File: src/rtl/esl_clk_check_pkg.sv
// ============================================================================
// Module  : esl_clk_check_pkg
// Brief   : Register map and bit indices shared by the clock-check blocks.
// Revision: 1.0
// ============================================================================
`default_nettype none

package esl_clk_check_pkg;

    localparam int c_ADDR_CTRL     = 0;
    localparam int c_ADDR_STATUS   = 1;
    localparam int c_ADDR_REF_TC   = 2;
    localparam int c_ADDR_IRQ_MASK = 3;

    // Per-channel register block: COUNT, MIN, MAX, reserved.
    localparam int c_CH_BASE   = 4;
    localparam int c_CH_STRIDE = 4;
    localparam int c_OFS_COUNT = 0;
    localparam int c_OFS_MIN   = 1;
    localparam int c_OFS_MAX   = 2;

    localparam int c_CTRL_ENABLE_BIT  = 0;
    localparam int c_CTRL_CLR_ALL_BIT = 1;

    localparam int c_STATUS_VALID_BIT = 31;

endpackage

`default_nettype wire

File: src/rtl/esl_clk_check_ch.sv
// ============================================================================
// Module  : esl_clk_check_ch
// Brief   : One monitored channel: saturating tick counter, window capture,
//           min/max compare and sticky error flags.
// Revision: 1.0
// ============================================================================
`default_nettype none

module esl_clk_check_ch #(
    parameter int CNT_W = 24
) (
    input  logic             clk,
    input  logic             reset,
    input  logic             run,
    input  logic             tick,
    input  logic             win_end,
    input  logic [CNT_W-1:0] min_lim,
    input  logic [CNT_W-1:0] max_lim,
    input  logic             clr_low,
    input  logic             clr_high,
    output logic [CNT_W-1:0] count,
    output logic             low_err,
    output logic             high_err
);

    localparam logic [CNT_W-1:0] c_SAT = '1;

    logic [CNT_W-1:0] r_tick_cnt;
    logic [CNT_W-1:0] r_count;
    logic             r_low_err;
    logic             r_high_err;
    logic [CNT_W-1:0] w_final;

    // Includes a tick arriving on the terminal window cycle.
    always_comb begin
        w_final = r_tick_cnt;
        if (tick && (r_tick_cnt != c_SAT)) begin
            w_final = r_tick_cnt + CNT_W'(1);
        end
    end

    always_ff @(posedge clk) begin
        if (reset || !run || win_end) begin
            r_tick_cnt <= '0;
        end else begin
            r_tick_cnt <= w_final;
        end
    end

    // A capture that sets a flag beats a simultaneous clear of it.
    always_ff @(posedge clk) begin
        if (reset) begin
            r_count    <= '0;
            r_low_err  <= 1'b0;
            r_high_err <= 1'b0;
        end else begin
            if (win_end) begin
                r_count <= w_final;
            end
            r_low_err  <= (r_low_err  & ~clr_low)  | (win_end & (w_final < min_lim));
            r_high_err <= (r_high_err & ~clr_high) | (win_end & (w_final > max_lim));
        end
    end

    assign count    = r_count;
    assign low_err  = r_low_err;
    assign high_err = r_high_err;

endmodule

`default_nettype wire

File: src/rtl/esl_clk_check_mc.sv
// ============================================================================
// Module  : esl_clk_check_mc
// Brief   : Multi-channel clock-frequency checker with registered Avalon-MM
//           CSR slave, shared reference window and maskable interrupt.
// Revision: 1.0
// ============================================================================
`default_nettype none

module esl_clk_check_mc
    import esl_clk_check_pkg::*;
#(
    parameter int NUM_CH     = 4,
    parameter int CNT_W      = 24,
    parameter int REF_TC_RST = 1000,
    parameter int ADDR_W     = $clog2(4 + 4 * NUM_CH)
) (
    input  logic              clk,
    input  logic              reset,
    input  logic [NUM_CH-1:0] cut_tick,
    input  logic [ADDR_W-1:0] csr_addr,
    input  logic              csr_read,
    input  logic              csr_write,
    input  logic [31:0]       csr_writedata,
    output logic [31:0]       csr_readdata,
    output logic              csr_readdatavalid,
    output logic              irq
);

    localparam int c_NE = 2 * NUM_CH;

    logic             r_enable;
    logic [CNT_W-1:0] r_ref_tc;
    logic [CNT_W-1:0] r_win_len;
    logic [CNT_W-1:0] r_win_cnt;
    logic [c_NE-1:0]  r_irq_mask;
    logic             r_valid;
    logic             r_irq;
    logic [31:0]      r_readdata;
    logic             r_readdatavalid;

    logic [CNT_W-1:0] r_min   [NUM_CH];
    logic [CNT_W-1:0] r_max   [NUM_CH];
    logic [CNT_W-1:0] w_count [NUM_CH];

    logic [c_NE-1:0]  w_err;
    logic [c_NE-1:0]  w_clr;
    logic             w_wr_ctrl;
    logic             w_wr_status;
    logic             w_wr_ref;
    logic             w_wr_mask;
    logic             w_clr_all;
    logic             w_start;
    logic             w_win_end;
    logic [CNT_W-1:0] w_ref_len;
    logic [31:0]      w_rdata;
    logic             w_unused_wdata;

    assign w_wr_ctrl   = csr_write && (csr_addr == ADDR_W'(c_ADDR_CTRL));
    assign w_wr_status = csr_write && (csr_addr == ADDR_W'(c_ADDR_STATUS));
    assign w_wr_ref    = csr_write && (csr_addr == ADDR_W'(c_ADDR_REF_TC));
    assign w_wr_mask   = csr_write && (csr_addr == ADDR_W'(c_ADDR_IRQ_MASK));
    assign w_clr_all   = w_wr_ctrl && csr_writedata[c_CTRL_CLR_ALL_BIT];
    assign w_start     = w_wr_ctrl && csr_writedata[c_CTRL_ENABLE_BIT] && !r_enable;
    assign w_clr       = w_clr_all   ? {c_NE{1'b1}} :
                         w_wr_status ? csr_writedata[c_NE-1:0] : '0;

    // A programmed length of 0 runs as a one-cycle window.
    assign w_ref_len = (r_ref_tc == '0) ? CNT_W'(1) : r_ref_tc;
    assign w_win_end = r_enable && (r_win_cnt == r_win_len - CNT_W'(1));

    assign w_unused_wdata = ^csr_writedata;

    always_ff @(posedge clk) begin
        if (reset) begin
            r_win_cnt <= '0;
            r_win_len <= CNT_W'(1);
        end else if (!r_enable) begin
            r_win_cnt <= '0;
            if (w_start) begin
                r_win_len <= w_ref_len;
            end
        end else if (w_win_end) begin
            r_win_cnt <= '0;
            r_win_len <= w_ref_len;
        end else begin
            r_win_cnt <= r_win_cnt + CNT_W'(1);
        end
    end

    always_ff @(posedge clk) begin
        if (reset) begin
            r_enable   <= 1'b0;
            r_ref_tc   <= CNT_W'(REF_TC_RST);
            r_irq_mask <= '0;
            r_valid    <= 1'b0;
            r_irq      <= 1'b0;
        end else begin
            if (w_wr_ctrl) begin
                r_enable <= csr_writedata[c_CTRL_ENABLE_BIT];
            end
            if (w_wr_ref) begin
                r_ref_tc <= csr_writedata[CNT_W-1:0];
            end
            if (w_wr_mask) begin
                r_irq_mask <= csr_writedata[c_NE-1:0];
            end
            r_valid <= w_win_end | (r_valid & ~w_clr_all);
            r_irq   <= |(w_err & r_irq_mask);
        end
    end

    for (genvar g = 0; g < NUM_CH; g++) begin : g_ch
        localparam logic [ADDR_W-1:0] c_BASE = ADDR_W'(c_CH_BASE + c_CH_STRIDE * g);

        logic w_wr_min;
        logic w_wr_max;

        assign w_wr_min = csr_write && (csr_addr == c_BASE + ADDR_W'(c_OFS_MIN));
        assign w_wr_max = csr_write && (csr_addr == c_BASE + ADDR_W'(c_OFS_MAX));

        always_ff @(posedge clk) begin
            if (reset) begin
                r_min[g] <= '0;
                r_max[g] <= '1;
            end else begin
                if (w_wr_min) begin
                    r_min[g] <= csr_writedata[CNT_W-1:0];
                end
                if (w_wr_max) begin
                    r_max[g] <= csr_writedata[CNT_W-1:0];
                end
            end
        end

        esl_clk_check_ch #(
            .CNT_W (CNT_W)
        ) u_ch (
            .clk      (clk),
            .reset    (reset),
            .run      (r_enable),
            .tick     (cut_tick[g]),
            .win_end  (w_win_end),
            .min_lim  (r_min[g]),
            .max_lim  (r_max[g]),
            .clr_low  (w_clr[2*g]),
            .clr_high (w_clr[2*g+1]),
            .count    (w_count[g]),
            .low_err  (w_err[2*g]),
            .high_err (w_err[2*g+1])
        );
    end

    always_comb begin
        w_rdata = '0;
        if (csr_addr == ADDR_W'(c_ADDR_CTRL)) begin
            w_rdata[c_CTRL_ENABLE_BIT] = r_enable;
        end else if (csr_addr == ADDR_W'(c_ADDR_STATUS)) begin
            w_rdata[c_NE-1:0]          = w_err;
            w_rdata[c_STATUS_VALID_BIT] = r_valid;
        end else if (csr_addr == ADDR_W'(c_ADDR_REF_TC)) begin
            w_rdata[CNT_W-1:0] = r_ref_tc;
        end else if (csr_addr == ADDR_W'(c_ADDR_IRQ_MASK)) begin
            w_rdata[c_NE-1:0] = r_irq_mask;
        end
        for (int c = 0; c < NUM_CH; c++) begin
            if (csr_addr == ADDR_W'(c_CH_BASE + c_CH_STRIDE * c + c_OFS_COUNT)) begin
                w_rdata[CNT_W-1:0] = w_count[c];
            end else if (csr_addr == ADDR_W'(c_CH_BASE + c_CH_STRIDE * c + c_OFS_MIN)) begin
                w_rdata[CNT_W-1:0] = r_min[c];
            end else if (csr_addr == ADDR_W'(c_CH_BASE + c_CH_STRIDE * c + c_OFS_MAX)) begin
                w_rdata[CNT_W-1:0] = r_max[c];
            end
        end
    end

    // Read data reflects state before any same-cycle write.
    always_ff @(posedge clk) begin
        if (reset) begin
            r_readdata      <= '0;
            r_readdatavalid <= 1'b0;
        end else begin
            r_readdatavalid <= csr_read;
            if (csr_read) begin
                r_readdata <= w_rdata;
            end
        end
    end

    assign csr_readdata      = r_readdata;
    assign csr_readdatavalid = r_readdatavalid;
    assign irq               = r_irq;

endmodule

`default_nettype wire

File: config.mk
export PLATFORM = sky130hd
export DESIGN_NAME = esl_clk_check_mc
export DESIGN_NICKNAME = d
export VERILOG_FILES = /design/src/rtl/esl_clk_check_pkg.sv /design/src/rtl/esl_clk_check_ch.sv /design/src/rtl/esl_clk_check_mc.sv
export SDC_FILE = /design/constraint.sdc
export NUM_CORES = 1
export LEC_CHECK = 0
export CAP_MARGIN = 30
export CELL_PAD_IN_SITES_DETAIL_PLACEMENT = 1
export CELL_PAD_IN_SITES_GLOBAL_PLACEMENT = 1
export CORE_MARGIN = 2
export CORE_UTILIZATION = 49
export CTS_BUF_LIST = sky130_fd_sc_hd__clkbuf_8 sky130_fd_sc_hd__clkbuf_16
export CTS_CLUSTER_DIAMETER = 200
export CTS_CLUSTER_SIZE = 10
export DETAILED_ROUTE_END_ITERATION = 7
export PLACE_DENSITY = 0.88
export SYNTH_ARGS = -nofsm -noshare
export SYNTH_HDL_FRONTEND = slang
export SYNTH_HIERARCHICAL = 1
export SYNTH_SLANG_ARGS = --single-unit
File: constraint.sdc
create_clock -name clk -period 5.4 [get_ports clk]
set_input_delay 0.54 -clock clk [delete_from_list [all_inputs] [get_ports clk]]
set_output_delay 0.54 -clock clk [all_outputs]
set_load 0.02 [all_outputs]
# ---- Word-level counts from Yosys, hierarchy flattened
# Memories as Yosys holds them, arrays and structs flattened.
# Index checks and enable logic that the tools add are counted.
# W data, S select, Z words.
dict set report totals {
  inputBits 45
  latchBits 0
  memories 2
  wordCells 201
  rom_bits 0
  ramBits 192
  output_inout_bits 34
  regBits 309
}
dict set report op_classes {
  shifts 0
  order_cmp 8
  bitwise_logic 45
  n_div 0
  reduce_logical 29
  n_mul 0
  n_eq_ne 21
  muxes 65
  add_sub_neg 6
}
# name words width rd rd_ports_with_merged_regs write_ports line
set memory_table {}
lappend memory_table {r_max 4 24 4 0 4 esl_clk_check_mc.sv:42} ;# logic [CNT_W-1:0] r_max [NUM_CH];
lappend memory_table {r_min 4 24 4 0 4 esl_clk_check_mc.sv:41} ;# logic [CNT_W-1:0] r_min [NUM_CH];
# cell count
set op_table {}
lappend op_table {{$mux W24} 28}
lappend op_table {{$add A24 B1 Y24 const B} 5}
lappend op_table {{$gt A24 B24 Y1} 4}
lappend op_table {{$lt A24 B24 Y1} 4}
lappend op_table {{$ne A24 B24 Y1 const B} 4}
lappend op_table {{$mux W8} 5}
lappend op_table {{$mux W16} 2}
lappend op_table {{$eq A5 B4 Y1 const B} 6}
lappend op_table {{$mux W1} 29}
lappend op_table {{$eq A24 B24 Y1} 1}
lappend op_table {{$logic_not A24 Y1} 1}
lappend op_table {{$sub A24 B1 Y24 const B} 1}
lappend op_table {{$mux W23} 1}
lappend op_table {{$logic_and A1 B1 Y1} 20}
lappend op_table {{$and A1 B1 Y1} 17}
lappend op_table {{$or A1 B1 Y1} 17}
lappend op_table {{$eq A5 B3 Y1 const B} 3}
lappend op_table {{$eq A5 B5 Y1 const B} 3}
lappend op_table {{$eq A5 B2 Y1 const B} 2}
lappend op_table {{$not A1 Y1} 10}
lappend op_table {{$and A8 B8 Y8} 1}
lappend op_table {{$reduce_or A8 Y1} 1}
lappend op_table {{$eq A5 B1 Y1 const B} 1}
lappend op_table {{$logic_not A5 Y1} 1}
lappend op_table {{other kinds (6)} 7}

# ---- Logic depth before layout (Yosys ltp)
# Gate-level depths: netlist of run 1.
dict set report depth {
  word_depth 17
  ltp_mapped 15
}

# ---- Cells and area by module
# Netlist of run 1, hierarchy kept.
# mod area_per_inst_um2 instances cells_per_inst seq_area_each_um2
set by_module_without_submodules {}
lappend by_module_without_submodules {esl_clk_check_mc 15721.3 1 1621 7947.6}
lappend by_module_without_submodules {{esl_clk_check_ch (g_ch[2].u_ch)} 3565.9 1 434 1001.0}
lappend by_module_without_submodules {{esl_clk_check_ch (g_ch[0].u_ch)} 3513.4 1 449 1001.0}
lappend by_module_without_submodules {{esl_clk_check_ch (g_ch[1].u_ch)} 3469.6 1 430 1001.0}
lappend by_module_without_submodules {{esl_clk_check_ch (g_ch[3].u_ch)} 3318.2 1 402 1001.0}

# ---- Worst setup path after synthesis of run 1
# OpenSTA, ideal clock, no wires.
dict set report synth_timing {
  path_type {register to register}
  start {register r_win_len[0]}
  end {register g_ch[2].u_ch.r_count[10]}
  setup_slack_ps 817
  t_arrival_ps 4445
  path_stages_with_launch 14
  n_path_buf 3
  synth_period_minus_slack_ps 4583
  required_time_ps 5263
  setup_time_ps 137
  path_cell_list {dfxtp_1 > inv_1 > ha_1 > or4b_1 > nor2_1 > mux2i_1 > o21a_1 > or4_1 > or4b_2 > nor4_1 > clkbuf_1 > clkbuf_1 > clkbuf_1 > a211oi_1}
}
dict set report synth_via {
  elab_chain_cells 3
}
# element line
set synth_rtl {}
lappend synth_rtl {{start: declaration} esl_clk_check_mc.sv:33} ;# logic [CNT_W-1:0] r_win_len;
lappend synth_rtl {{start signal: assignment} esl_clk_check_mc.sv:80} ;# r_win_len <= w_ref_len;
lappend synth_rtl {{start signal: assignment} esl_clk_check_mc.sv:84} ;# r_win_len <= w_ref_len;
lappend synth_rtl {{$sub A24 B1 Y24} esl_clk_check_mc.sv:69} ;# assign w_win_end = r_enable && (r_win_cnt == r_win_len - CNT_W'(1));
lappend synth_rtl {{$eq A24 B24 Y1} esl_clk_check_mc.sv:69}
lappend synth_rtl {{$logic_and A1 B1 Y1} esl_clk_check_mc.sv:69}
lappend synth_rtl {{via w_win_end} esl_clk_check_mc.sv:53} ;# logic w_win_end;
lappend synth_rtl {{end signal: assignment} esl_clk_check_ch.sv:58} ;# r_count <= w_final;
lappend synth_rtl {{end: declaration} esl_clk_check_ch.sv:29} ;# logic [CNT_W-1:0] r_count;
# The timed path passes the listed nets, and every way through them passes these cells.
# A chain may end at the register's enable or synchronous reset.

# ---- Worst setup path after layout of run 1
dict set report layout_timing {
  start {register r_win_len[0]}
  end {register g_ch[0].u_ch.r_tick_cnt[21]}
}
dict set report layout_via {
  elab_chain_cells 4
}
# element line
set layout_rtl {}
lappend layout_rtl {{$sub A24 B1 Y24} esl_clk_check_mc.sv:69}
lappend layout_rtl {{$eq A24 B24 Y1} esl_clk_check_mc.sv:69}
lappend layout_rtl {{$logic_and A1 B1 Y1} esl_clk_check_mc.sv:69}
lappend layout_rtl {{via w_win_end} esl_clk_check_mc.sv:53}
lappend layout_rtl {{$logic_or A1 B1 Y1} esl_clk_check_ch.sv:43} ;# if (reset || !run || win_end) begin
lappend layout_rtl {{end signal: assignment} esl_clk_check_ch.sv:46} ;# r_tick_cnt <= w_final;
lappend layout_rtl {{end: declaration} esl_clk_check_ch.sv:28} ;# logic [CNT_W-1:0] r_tick_cnt;
# The timed path passes the listed nets, and every way through them passes these cells.

==> results of run 1 <==
==> placed cells by master (no fill, tap or decap), types with 18 or more instances in the layout <==
cell type / instances
mux2i_1: 26
o311ai_0: 25
clkdlybuf4s50_1: 60
a22oi_1: 30
nor4_1: 27
o21ai_0: 93
and4_1: 18
a21oi_1: 153
or3_1: 88
nand2_1: 240
nand4_1: 72
nor3_1: 84
nand3_1: 103
and2_1: 41
o31ai_1: 29
buf_4: 64
dfxtp_1: 309
or2_2: 31
clkbuf_16: 58
ha_1: 194
edfxtp_1: 192
inv_1: 336
a221oi_1: 27
xnor2_1: 79
nand2b_1: 28
a21o_1: 19
a211oi_1: 110
nor2b_1: 25
o22ai_1: 29
and3_1: 125
xor2_1: 46
nor2_1: 274
a32oi_1: 23
==> metrics by stage <==
stage                     setup WS [ns]  utilization, %  power (W)  area, µm²  hold slack [ns]
after floorplan                   0.817               -    0.00453      29600            0.446
after global placement            0.888            51.5    0.00484      30900            0.455
after detailed placement          0.762            51.5    0.00487      30900            0.467
after CTS                         0.681            54.2    0.00834      32500            0.393
after global routing              0.385            54.3    0.00855      32600            0.439
final                             0.642            54.3    0.00834      32600            0.441
==> per-layer routing <==
| metal | wire (µm) | vias up | global-route usage, % |
|---|---|---|---|
| met5 | 93 | - | 0 |
| met4 | 8050 | 8 | 22.3 |
| met3 | 9820 | 403 | 6.51 |
| met2 | 53500 | 1332 | 60.0 |
| met1 | 43000 | 13500 | 43.0 |
| li1 | - | 12100 | - |
==> where the power goes <==
| part | total (W) | leakage [nW] | switching (W) | internal, W |
|---|---|---|---|---|
| combinational | 0.000704 | 7.97 | 0.000493 | 0.000211 |
| sequential | 0.00413 | 4.37 | 0.000100 | 0.00403 |
| clock | 0.00351 | 0.897 | 0.00161 | 0.00190 |
==> sequential cells by signal (all words and copies together), names as in the netlist, 24 cells and up <==
name	cells
csr_readdata	25
g_ch.u_ch/count	96
g_ch.u_ch/r_tick_cnt	96
r_max	96
r_min	96
r_ref_tc	24
r_win_cnt	24
r_win_len	24
==> cell type report <==
cell class	instances	area, µm²	area share, %
Clock buffer	58	1450	4.45
Tap cell	782	978	3.00
Multi-Input combinational cell	2319	15700	48.1
Inverter	305	1140	3.51
Sequential cell	501	12000	36.7
Timing Repair Buffer	134	1240	3.79
Antenna cell	6	15.0	0.0461
Clock inverter	34	145	0.445
==> kinds of logic after synthesis <==
| family | Yosys count | synth area share [%] |
|---|---|---|
| adders and majority gates | 194 | 8.20 |
| buffers and inverters | 522 | 6.94 |
| AOI/OAI and AO/OA | 721 | 17.4 |
| DFF | 501 | 40.4 |
| muxes | 35 | 1.22 |
| other | 1 | 0.0127 |
| xor gates and xnor gates | 127 | 3.85 |
| and+or+nand+nor | 1235 | 22.0 |
==> worst max-delay path, delay by kind of cell, from the launching register on <==
kind | cells | cell delay (ns)
adder cells (fa/ha/maj) | 1 | 0.20
AO/OA/AOI/OAI | 1 | 0.21
flip-flops | 1 | 0.35
AND/OR/NAND/NOR | 8 | 3.23
multiplexers | 1 | 0.10
buffers and inverters | 2 | 0.40
==> how the worst max path moves through the flow <==
stage | from | endpoint | slack [ns] | depth (start not counted)
2_1_floorplan | r_win_len[0] | g_ch[2].u_ch/count[10] | 0.82 | 13
3_3_place_gp | r_win_len[0] | g_ch[2].u_ch/r_tick_cnt[3] | 0.89 | 15
3_5_place_dp | r_win_len[0] | g_ch[0].u_ch/r_tick_cnt[21] | 0.76 | 13
4_1_cts | r_win_len[0] | g_ch[0].u_ch/r_tick_cnt[21] | 0.68 | 13
5_1_grt | r_win_len[0] | g_ch[0].u_ch/r_tick_cnt[15] | 0.38 | 13
6_report | r_win_len[0] | g_ch[0].u_ch/r_tick_cnt[21] | 0.64 | 13
==> flow_summary.yaml, run 1 <==
critical_path:
  rrSetupSlack_ns: 0.64
  cp.required_ns: 5.86
  worst_path_most_repeated_cell: "nor2_1"
  r2r_end: "g_ch[0].u_ch/r_tick_cnt[21]"
  crit_path_max_fanout: 53
  reg2reg_from: "r_win_len[0]"
  cp-start-kind: "register"
  crit_chain: "inv_1, ha_1, or4b_1, nor2_1, mux2i_1, o21a_1, or4_1, or4b_2, nor4_2, buf_12, nor2_1, nand2_1, nor2_1"
  critical_path_class: "reg -> reg"
  crit_slowest_cell: "nand2_1"
  reg2reg_depth: 13
  max_stage_delay_ns: 0.65
  end_kind: "register"
  arrival_ns: 5.22
cts:
  cts-root-buf: "clkbuf_16"
  htree_levels: 2
  clk_pin_slew_ns: 0.06
  worstSkewPairLatency_ns: 0.63
  clk_path_buf_depth: 3
  tritoncts: "yes"
  clock_sink_count: 501
  hold_buffers: 0
  cts_inserted_buffers: 56
  cts.repair.resized: 0
  post_cts_buffers: 0
yosys:
  yosysWarnings: 6
  yosys.area.top_type: "dfxtp_1"
  syn_inst: 3336
  synth_area_leaders: "dfxtp_1 21%, edfxtp_1 19%, ha_1 8.2%"
  synth_top_area_share_pct: 20.9
  ys_types: 98
  yosysMostFrequentCell: "dfxtp_1"
  seq_area_frac_synth_pct: 40.4
  synthesis.area_um2: 29600
  avgSynthCellArea_um2: 8.87
  ys_top_cells_by_count: "309 x dfxtp_1, 304 x inv_1, 276 x nor2_1"
  synthArstFlopShare_pct: 0
  synth-edff-count: 192
  synth-seq-cells: 501
  synth_ff_type: "dfxtp_1"
grt:
  grt_pass1_wl_um: 171000
  grt_antenna_before_repair: 15
  grt_max_degree: 101
  grt.overflow.total: 0
  grt_pass1_vias: 28000
  grt_usage_pct: 35.9
sta:
  period_share_pct: 88.1
  worstMarginPinSlew_ns: 1.12
  finalHoldViolations: 0
  final-setup-viol-count: 0
  finalSetupTns_ns: 0
  relSlewSlack_pct: 24.9
  finalMaxSlewViolations: 0
  rsz0062_at_grt: "no"
  clock.fmax_mhz: 210
  fin_crit_ns: 4.76
  finClkSkew_ns: 0.0292
drt:
  vias: 27300
  avgRoutedWirePerCell_um: 27.6
  dr.pass1.iters: 6
  via_per_inst: 6.60
  ant_nets: 0
  wl_um: 114000
  drc: 0
  drtIter0Drc: 2860
worst_hold_path:
  holdPathEnd: "g_ch[1].u_ch/count[18]"
  worstHoldPathCells: 2
  worstHoldStart: "reset"
  min_path_type: "in -> reg"
placed_design:
  place_congestion: 1.01
  port_buffers: 63
  placedCellCount: 4038
  place_hpwl_um: 83200
layout:
  nets: 3556
  fill_cells: 6887
  drive_gt1_share_pct: 7.49
  syn_to_final_growth_pct: 10.1
  fin_cells: 4139
die:
  io_pins: 79
  die_h_um: 250
  rows: 90
  die_w_um: 250
  die-area_um2: 62400
  start_util_pct: 49.3
  core_area_um2: 60000
pwr:
  pwr_density_cell_nw_per_um2: 256
  p_leak_nw: 13.2
  peakVddDrop_mv: 0.256
job:
  maxCapViolations: 0
outcome:
  run_status: "completed"
Power figures use the tool's default switching activity.
==> inputs of run 2 (changes only) <==
Settings changed: PLACE_DENSITY 0.88 to 0.91.
==> run 2 against run 1 <==
Compared with the run above:
- setup slack worse by 0.021 ns
- critical path depth stayed put
- highest routed layer unchanged
- final cell count is 0.43% higher
- sequential cell count stayed put
- combinational power is 2% higher
- non-clock buffer count is 8 higher
==> flow_summary.yaml, run 2 (synthesized netlist as in run 1, its figures left out) <==
outcome:
  run_status: "completed"
critical_path:
  startpoint: "r_win_len[0]"
  rrSetupSlack_ns: 0.62
  end_kind: "register"
  r2r_end: "g_ch[0].u_ch/r_tick_cnt[1]"
  crit_slowest_cell: "or4b_2"
  crit_chain: "inv_1, ha_1, or4b_1, nor2_1, mux2i_1, o21a_1, or4_1, or4b_2, nor4_2, buf_12, nor2_1, nand2_1, nor2_1"
  crit_path_max_fanout: 69
  cp.required_ns: 5.90
  worst_path_most_repeated_cell: "nor2_1"
  reg2reg_depth: 13
  path_buf_inv: 2
  cp-start-kind: "register"
  critical_path_class: "reg -> reg"
  reg2reg_from: "r_win_len[0]"
  arrival_ns: 5.28
  crit_family: "simple AND/OR/NAND/NOR gates"
  max_stage_delay_ns: 0.65
die:
  die_h_um: 250
  start_util_pct: 49.3
  die_w_um: 250
  die-area_um2: 62400
  rows: 90
  core_area_um2: 60000
  io_pins: 79
layout:
  fill_cells: 6992
  most-common-layout-cells: "343 x inv_1, 309 x dfxtp_1, 272 x nor2_1, 240 x nand2_1, 194 x ha_1"
  final_core_util_pct: 54.3
  nets: 3564
  final_common_cell: "inv_1"
  syn_to_final_growth_pct: 10.2
  drive_gt1_share_pct: 7.78
cts:
  cts_inserted_buffers: 56
  post_cts_buffers: 0
  clock_sink_count: 501
  hold_buffers: 0
  htree_levels: 2
  cts.repair.resized: 0
  cts-root-buf: "clkbuf_16"
  clk_path_buf_depth: 3
  clk_pin_slew_ns: 0.06
  tritoncts: "yes"
  worstSkewPairLatency_ns: 0.66
sta:
  finalMaxSlewViolations: 0
  relSlewSlack_pct: 24.2
  finClkSkew_ns: 0.0304
  period_share_pct: 88.5
  fin_crit_ns: 4.78
  finalHoldViolations: 0
  clock.fmax_mhz: 209
  finalHoldWorstSlack_ns: 0.317
  fin_ws_ns: 0.621
  rsz0062_at_grt: "no"
  worstMarginPinSlew_ns: 1.13
  finalSetupTns_ns: 0
  final-setup-viol-count: 0
placed_design:
  place_congestion: 1.02
  place_hpwl_um: 81200
  post-place-ws_ns: 0.667
  port_buffers: 63
grt:
  grt_max_degree: 87
  grt_antenna_before_repair: 11
  met3_usage_pct: 8.50
  use_met1_pct: 42.6
  grt.overflow.total: 0
  grt_pass1_vias: 28700
  top_usage_layer: "met2"
  grt_pass1_wl_um: 173000
  gr-usage-met2_pct: 59.0
  grt_usage_pct: 36.1
pwr:
  peakVddDrop_mv: 0.234
  p_leak_nw: 13.3
  pwr_density_cell_nw_per_um2: 256
drt:
  vias: 27900
  drtIter0Drc: 3276
  ant_nets: 0
  wl_um: 115000
  avgRoutedWirePerCell_um: 27.6
  via_per_inst: 6.72
  dr.pass1.iters: 7
  drc: 0
worst_hold_path:
  min_path_type: "in -> reg"
  holdPathEnd: "g_ch[2].u_ch/count[7]"
  worstHoldStart: "reset"
  worstHoldPathCells: 2
job:
  maxCapViolations: 0
-- run 2: cell types whose count changed in the layout (fill, tap and decap cells not counted), sizes merged --
cell | before | now
clkbuf | 58 | 57
clkinv | 1 | 0
inv | 338 | 347
buf | 74 | 82
diode | 6 | 9
-- run 2: through the flow --
stage	power, W	std cells	instance area (µm²)
floorplan	0.00453	3342	29600
global placement	0.00483	4049	31000
detailed placement	0.00487	4049	31000
CTS	0.00832	4148	32600
global route	0.00854	4152	32600
finish	0.00836	4157	32600
-- run 2: how the worst max path moves through the flow --
stage	cells after the start	slack, ns	to
2_1_floorplan	13	0.82	g_ch[2].u_ch/count[10]
3_3_place_gp	13	0.88	g_ch[0].u_ch/r_tick_cnt[15]
3_5_place_dp	13	0.67	g_ch[0].u_ch/r_tick_cnt[1]
4_1_cts	13	0.68	g_ch[0].u_ch/r_tick_cnt[20]
5_1_grt	13	0.35	g_ch[0].u_ch/r_tick_cnt[5]
6_report	13	0.62	g_ch[0].u_ch/r_tick_cnt[1]
-- run 2: area by class of cell --
type                       count  area, µm²  share of cell area, %
multi-input combinational   2319      15700                   48.1
clock inverter                42        173                  0.529
timing repair buffer         142       1240                   3.80
inverter                     305       1140                   3.51
tap                          782        978                   3.00
sequential                   501      12000                   36.6
clock buffer                  57       1430                   4.37
antenna                        9       22.5                 0.0691
-- run 2: power breakdown --
part / internal (W) / switching, W
sequential: 0.00403 / 0.0000948
clock: 0.00188 / 0.00164
combinational: 0.000212 / 0.000508
-- run 2: worst register-to-register path, stage by stage (launching register included) --
cell and delay, ns:
dfxtp_1 0.35, inv_1 0.09, ha_1 0.20, or4b_1 0.57, nor2_1 0.23, mux2i_1 0.10, o21a_1 0.21, or4_1 0.50
or4b_2 0.65, nor4_2 0.42, buf_12 0.33, nor2_1 0.26, nand2_1 0.59, nor2_1 0.11
-- run 2: per-layer routing --
metal	part of all wire (%)	vias to the layer above
met2	46	1613
met5	0.011	-
met4	7.8	2
met1	37	13600
met3	9.7	532
li1	-	12100
